$ cat config.mk
export PLATFORM = sky130hd
export DESIGN_NAME = kex_tile_ctrl
export DESIGN_NICKNAME = d
export VERILOG_FILES = /design/src/rtl/kex_tile_ctrl.sv
export SDC_FILE = /design/constraint.sdc
export NUM_CORES = 1
export LEC_CHECK = 0
export BUFFER_PORTS_ARGS = -buffer_cell sky130_fd_sc_hd__buf_4
export CORE_MARGIN = 2
export CORE_UTILIZATION = 40
export CTS_BUF_LIST = sky130_fd_sc_hd__clkbuf_8
export CTS_CLUSTER_DIAMETER = 30
export DETAILED_ROUTE_END_ITERATION = 12
export GPL_TIMING_DRIVEN = 0
export PLACE_DENSITY_LB_ADDON = 0.15
export SYNTH_ARGS = -nofsm -noshare
export SYNTH_HDL_FRONTEND = slang
export SYNTH_SLANG_ARGS = --single-unit
$ cat constraint.sdc
create_clock -name clk -period 2.18 [get_ports clk]
set_input_delay 0.436 -clock clk [delete_from_list [all_inputs] [get_ports clk]]
set_output_delay 0.436 -clock clk [all_outputs]
set_load 0.01 [all_outputs]
$ cat src/rtl/kex_tile_ctrl.sv
// kex_tile_ctrl: sequencer for the single-port expansion-kernel tile RAM.
// Loads a tile from a valid/ready weight stream, serves random-access reads
// from the expansion PE array, and releases the tile for the next load.
// The controller is the only driver of the RAM address/data/write ports.
// The consumer's release pulse is named tile_release because "release" is a
// reserved SystemVerilog keyword.

module kex_tile_ctrl #(
    parameter int N_ELEM = 512,
    parameter int DATA_W = 11,
    parameter int AW     = $clog2(N_ELEM)
) (
    input  logic              clk,
    input  logic              rst,
    input  logic              start,
    input  logic [AW:0]       n_words,
    input  logic [DATA_W-1:0] ld_data,
    input  logic              ld_valid,
    output logic              ld_ready,
    output logic              loaded,
    input  logic              rd_req,
    input  logic [AW-1:0]     rd_addr,
    output logic              rd_valid,
    output logic [DATA_W-1:0] rd_data,
    input  logic              tile_release,
    output logic              err,
    output logic              busy,
    output logic [AW-1:0]     ram_addr,
    output logic [DATA_W-1:0] ram_data,
    output logic              ram_write,
    input  logic [DATA_W-1:0] ram_res
);

    typedef enum logic [1:0] {
        IDLE,
        LOAD,
        FULL
    } state_t;

    localparam logic [AW:0]   NMAX    = (AW+1)'(N_ELEM);
    localparam logic [AW:0]   ONE_LIM = (AW+1)'(1);
    localparam logic [AW-1:0] ONE_CNT = AW'(1);

    state_t          state;
    state_t          next_state;
    logic [AW-1:0]   wcnt;
    logic [AW:0]     nlim;
    logic            n_ok;
    logic            rd_in_range;
    logic            handshake;
    logic            last_beat;
    logic            load_new;
    logic            err_next;
    logic            rd_fire;

    assign n_ok        = (n_words != '0) && (n_words <= NMAX);
    assign rd_in_range = ({1'b0, rd_addr} < nlim);
    assign handshake   = ld_valid && (state == LOAD);
    assign last_beat   = handshake && ({1'b0, wcnt} == (nlim - ONE_LIM));

    assign ld_ready = (state == LOAD);
    assign loaded   = (state == FULL);
    assign busy     = (state != IDLE);
    // RAM output is forwarded as-is; it only carries meaning while rd_valid is high.
    assign rd_data  = ram_res;

    // State register; an asynchronous reset abandons any partial tile.
    always_ff @(posedge clk or negedge rst) begin
        if (!rst) begin
            state <= IDLE;
        end else begin
            state <= next_state;
        end
    end

    // Next state, RAM port drive and the pulses to be registered for next cycle.
    always_comb begin
        next_state = state;
        ram_addr   = '0;
        ram_data   = '0;
        ram_write  = 1'b0;
        err_next   = 1'b0;
        rd_fire    = 1'b0;
        load_new   = 1'b0;
        case (state)
            IDLE: begin
                if (start) begin
                    if (n_ok) begin
                        next_state = LOAD;
                        load_new   = 1'b1;
                    end else begin
                        err_next = 1'b1;
                    end
                end
                if (rd_req) begin
                    err_next = 1'b1;
                end
            end
            LOAD: begin
                if (ld_valid) begin
                    ram_write = 1'b1;
                    ram_addr  = wcnt;
                    ram_data  = ld_data;
                    if (last_beat) begin
                        next_state = FULL;
                    end
                end
                if (rd_req) begin
                    err_next = 1'b1;
                end
            end
            FULL: begin
                if (rd_req) begin
                    if (rd_in_range) begin
                        ram_addr = rd_addr;
                        rd_fire  = 1'b1;
                    end else begin
                        err_next = 1'b1;
                    end
                end
                if (start) begin
                    if (n_ok) begin
                        next_state = LOAD;
                        load_new   = 1'b1;
                    end else begin
                        err_next = 1'b1;
                    end
                end else if (tile_release) begin
                    next_state = IDLE;
                end
            end
            default: begin
                next_state = IDLE;
            end
        endcase
    end

    // Tile length capture on an accepted start and write-pointer advance per beat.
    always_ff @(posedge clk or negedge rst) begin
        if (!rst) begin
            wcnt <= '0;
            nlim <= '0;
        end else if (load_new) begin
            nlim <= n_words;
            wcnt <= '0;
        end else if (handshake) begin
            wcnt <= wcnt + ONE_CNT;
        end
    end

    // One-cycle delayed pulses: read data valid and illegal-request error.
    always_ff @(posedge clk or negedge rst) begin
        if (!rst) begin
            rd_valid <= 1'b0;
            err      <= 1'b0;
        end else begin
            rd_valid <= rd_fire;
            err      <= err_next;
        end
    end

endmodule

== Word level (Yosys, flattened, before mapping) ==
Index checks and enable logic that the tools add are counted.

* $lt $le $gt $ge: 2
* $add $sub $neg: 2
* $mul: 0
* Shift-type cells: 0
* Bitwise operators: 0
* Multiplexer cells: 32
* Reductions and logical operators: 9
* Div/mod/pow operators: 0
* Eq/ne operators: 7

{| class="wikitable"
|+ Operator list
! operator !! count
|-
| $mux W9 || 5
|-
| $mux W11 || 2
|-
| $pmux W9 S2 || 1
|-
| $mux W1 || 16
|-
| $mux W2 || 6
|-
| $eq A9 B10 Y1 || 1
|-
| $le A10 B10 Y1 const B || 1
|-
| $lt A9 B10 Y1 || 1
|-
| $reduce_bool A10 Y1 || 1
|-
| $sub A10 B1 Y10 const B || 1
|-
| $add A9 B1 Y9 const B || 1
|-
| $pmux W2 S3 || 1
|-
| $ne A2 B2 Y1 const B || 2
|-
| $reduce_and A4 Y1 || 1
|-
| $reduce_bool A2 Y1 || 2
|-
| $logic_and A1 B1 Y1 || 3
|-
| $ne A3 B2 Y1 const B || 1
|-
| $pmux W1 S3 || 1
|-
| $eq A2 B1 Y1 const B || 1
|-
| $eq A2 B2 Y1 const B || 1
|-
| $logic_not A2 Y1 || 1
|-
| $ne A2 B1 Y1 const B || 1
|-
| $reduce_or A2 Y1 || 1
|}

* Bits of input ports: 47
* Memory bits (read-only): 0
* Bits in latches: 0
* Bits in writable memories: 0
* Memories: 0
* Flip-flop bits (word level): 23

== Longest topological paths before layout ==
* Word-level depth: 6
* Mapped depth: 10
* Depth with buffers taken out: 9

== Least setup slack after synthesis ==
No wires, ideal clock.

* Path type: register to output
* From: reg nlim[4]
* To: out ram_addr[0]
* Slack: -125 ps
* Arrival: 1869 ps
* Cell stages (with the launch flop): 10
* Buffers on the path: 1
* Cells stage by stage: dfrtp_1 inv_1 ha_1 a21o_1 a21oi_1 o21ai_1 a211oi_1 and2_1 buf_2 a22o_1

* Cells in the longest elaborated chain, start to end: 4

{| class="wikitable"
|+ Ends and longest elaborated chain
! item !! RTL line !! source
|-
| from (decl) || 47 || <nowiki>logic [AW:0] nlim;</nowiki>
|-
| from (signal assigned) || 144 || <nowiki>nlim <= n_words;</nowiki>
|-
| $lt A9 B10 Y1 || 57 || <nowiki>assign rd_in_range = ({1'b0, rd_addr} < nlim);</nowiki>
|-
| $mux W9 || 114 || <nowiki>if (rd_in_range) begin</nowiki>
|-
| $mux W9 || 113 || <nowiki>if (rd_req) begin</nowiki>
|-
| $pmux W9 S2 || 85 || <nowiki>case (state)</nowiki>
|-
| to (decl) || 28 || <nowiki>output logic [AW-1:0] ram_addr,</nowiki>
|}

No other way between the ends.

== Worst setup path in the final report ==
* From: reg nlim[4]
* To: out ram_addr[1]

The elaborated chain is that of the path after synthesis.

==> metrics.md <==
| Metric | Value |
|---|---|
| Slew HR | 64.1% |
| DIE AREA | 0.00533 mm^2 |
| Fin. Hold Viols | 0 |
| Family with the most delay on the worst path | compound AO/OA/AOI/OAI gates |
| Crit path DAT | 2.20 ns |
| Worst reg2reg startpoint | nlim[2]$_DFFE_PN0P_ |
| Highest routed layer | met4 |
| Min-delay worst type | input pin to async pin |
| Compound-Gate Fraction of Synth Area | 18.1% |
| Inserted Diodes | 0 |
| Failing checks | negative setup slack |
| WL/cell | 14.6 um |
| Buf/Inv on CP | 3 |
| Syn. warnings | 0 |
| Mux cell area share after synthesis | 0.526% |
| Slowest CP cell | dfrtp_1 |
| Fin crit share | 121% |
| Layout area overhead | 47.6% |
| Crit. End Element | output pin |
| Worst slack, placed | -0.545 ns |
| Total global-route track usage | 20.6% |
| Skew final | 0.0132 ns |
| Clk root buf | clkbuf_8 |
| Syn_nets | 286 |
| Ys async rst share | 100% |
| Crit Path Class | flip-flop to output pin |
| Detail Placement HPWL | 3950 um |
| VDD IR max | 395 uV |
| Critical Path RT | 1.74 ns |
| Main synth FF type | dfrtp_1 |
| Share of cells above drive strength 1 | 44.1% |
| Count of final setup violators | 11 |
| CTS max path bufs | 2 |
| Clk slew on worst S/H paths | 0.10 ns |
| Initial Utilization | 40.9% |
| Peak Freq | 380 MHz |
| RSZ-0062 raised after global routing | yes |
| Post-synthesis sequential area ratio | 30.2% |
| Synth Area in Simple Gates | 22.9% |
| Via density | 5.36 |
| Final #Nets | 375 |
| Leakage | 1.38 nW |
| Synthesized cell area | 0.00190 mm^2 |
| DRT antenna net count | 0 |
| # clock sinks | 23 |
| Crit path from | nlim[4]$_DFFE_PN0P_ |
| DRT Pass-1 Iters | 4 |
| Final core occ | 60.3% |
| Drc violations | 0 |
| Post-Synth XOR/XNOR Area | 9.20% |
| Mean Syn Cell Area | 8.46 um^2 |
| Total power draw | 2.77 mW |
| Cell with the most instances after synthesis | dfrtp_1 |
| Routed wl met2 | 2540 um |
| Fin. max-slew vios | 0 |
| Largest family of logic cells by synthesized area | simple AND/OR/NAND/NOR gates |
| Routed wl met3 | 304 um |
| Die span in y | 73 um |
| Worst-Margin Slew | 0.538 ns |
| Min Hold Slack | 0.0370 ns |
| 1st-iter DRT viols | 102 |
| Post-Route M1 WL | 2410 um |
| Worst path max stage delay | 0.41 ns |
| Synth Area in Adders | 9.20% |
| Largest net degree at the start of global routing | 24 |
| Crit-path cells | inv_2, ha_4, a21o_1, a21oi_2, o21ai_2, a211oi_2, and2_1, buf_6, a22o_1, buf_6 |
| CTS tree | done |
| EDFF count, synth | 0 |
| Top-area cell type share of the netlist area | 30.2% |
| Status | complete, but fails checks |
| IO Count | 84 |
| Syn Inst Count | 225 |
| Vias post-DR | 1967 |
| Minimum clock period after layout | 2.63 ns |
| #FFs+latches synth | 23 |
| IO Port Bufs | 72 |
| Crit path setup slack, layout | -0.455 ns |
| PwrDens | 986 mW/mm^2 |
| Commonest cells post-synth | dfrtp_1, nor2_1, and3_1 |
| GRT Residual Overflow | 0 |
| Area of the core | 0.00466 mm^2 |
| Distinct cells, synth | 45 |
| TritonCTS Buffers | 3 |
| CP max FO | 8 |
| Cell mode on critical path | buf_6 |
| Worst skew pair latency | 0.28 ns |
| Row count | 25 |
| GP Congestion | 0.799 |
| Top cells by area, synth | dfrtp_1, ha_1, and3_1 |
| WL final | 5380 um |
| Clock H-tree levels | 1 |
| Initial antenna violation count | 0 |
| Crit path launch type | flip-flop |
| Number of global-route vias before repair | 1868 |
| Die width | 73 um |
| Area leader, netlist | dfrtp_1 |
| Max Cap Viol | 0 |
| First-pass GRT wire length | 8530 um |
==> where the power goes <==
part | internal [mW] | total [mW] | leakage [nW] | switching, mW
Combinational | 0.866 | 1.79 | 1.07 | 0.920
Sequential | 0.567 | 0.697 | 0.293 | 0.130
Clock | 0.130 | 0.288 | 0.0217 | 0.158
Total | 1.56 | 2.77 | 1.38 | 1.21
==> state kept, by name, indices dropped and copies added (netlist names) <==
name,count
nlim,10
err,1
state,2
rd_valid,1
wcnt,9
==> layout make-up <==
type                            instances  area [um^2]
Sequential cell                        23          579
Fill cell                             432         1850
Clock buffer                            3         41.3
Inverter                               14         52.6
Multi-Input combinational cell        165         1260
Buffer                                 21          145
Tap cell                               54         67.6
Timing Repair Buffer                   86          661
Clock inverter                          1         7.51
==> path summary, 6_finish.rpt <==
check | end | slack, ns | cells after the start
min reg2reg | nlim[6]$_DFFE_PN0P_ | 0.57 | 2
min | wcnt[4]$_DFFE_PN0P_ | 0.04 | 1
max reg2reg | state[1]$_DFFE_PN0P_ | -0.08 | 8
max | ram_addr[1] | -0.45 | 10
min in group clk | nlim[6]$_DFFE_PN0P_ | 0.37 | 3
max in group asynchronous | nlim[0]$_DFFE_PN0P_ | 1.86 | 1
==> repair_timing <==
item,4_1_cts,5_1_grt
gates resized for setup,24,13
setup buffers,11,4
setup endpoints to repair,30,40
cloned,0,0
hold buffers,0,0
hold endpoints to repair,0,0
pin swaps,21,16
==> layout by cell type, fill, tap and decap left out, types with 2 or more instances in the layout <==
master and instances:
dfrtp_1 20, o21ai_1 10, ha_4 3, xnor2_1 9
inv_2 4, a21oi_1 5, inv_1 10, buf_4 93
o21ai_0 8, buf_6 5, buf_2 2, nor2_2 3
clkbuf_1 3, nand3_1 10, nand4_1 3, nand2b_1 2
a21o_1 3, and3_1 16, nor2_1 17, nand2_1 14
clkbuf_8 4, ha_1 10, a22o_1 8, a21oi_2 3
xor2_1 11, dfrtp_2 3
==> kinds of logic (layout without fill, tap and decap cells) <==
kind of cell,count (synthesis),after routing
AO/OA/AOI/OAI,49,49
XOR/XNOR,20,20
adder cells (fa/ha/maj),14,14
buffers and inverters,37,125
flip-flops,23,23
multiplexers,1,1
AND/OR/NAND/NOR,81,81
==> metrics by stage <==
stage | area (um^2) | TNS [ns] | std cells
3_5_place_dp | 2520 | -12.48 | 351
3_3_place_gp | 2520 | -11.91 | 351
5_1_grt | 2810 | -5.00 | 367
4_1_cts | 2740 | -3.72 | 364
6_report | 2810 | -3.97 | 367
2_1_floorplan | 1920 | -0.425 | 225
==> per-layer routing <==
metal  up-vias  GRT usage (%)
li1        956              -
met3         9           2.49
met4         0           9.05
met1       935           28.0
met5         -              0
met2        67           32.9
(Power assumes the default switching activity.)
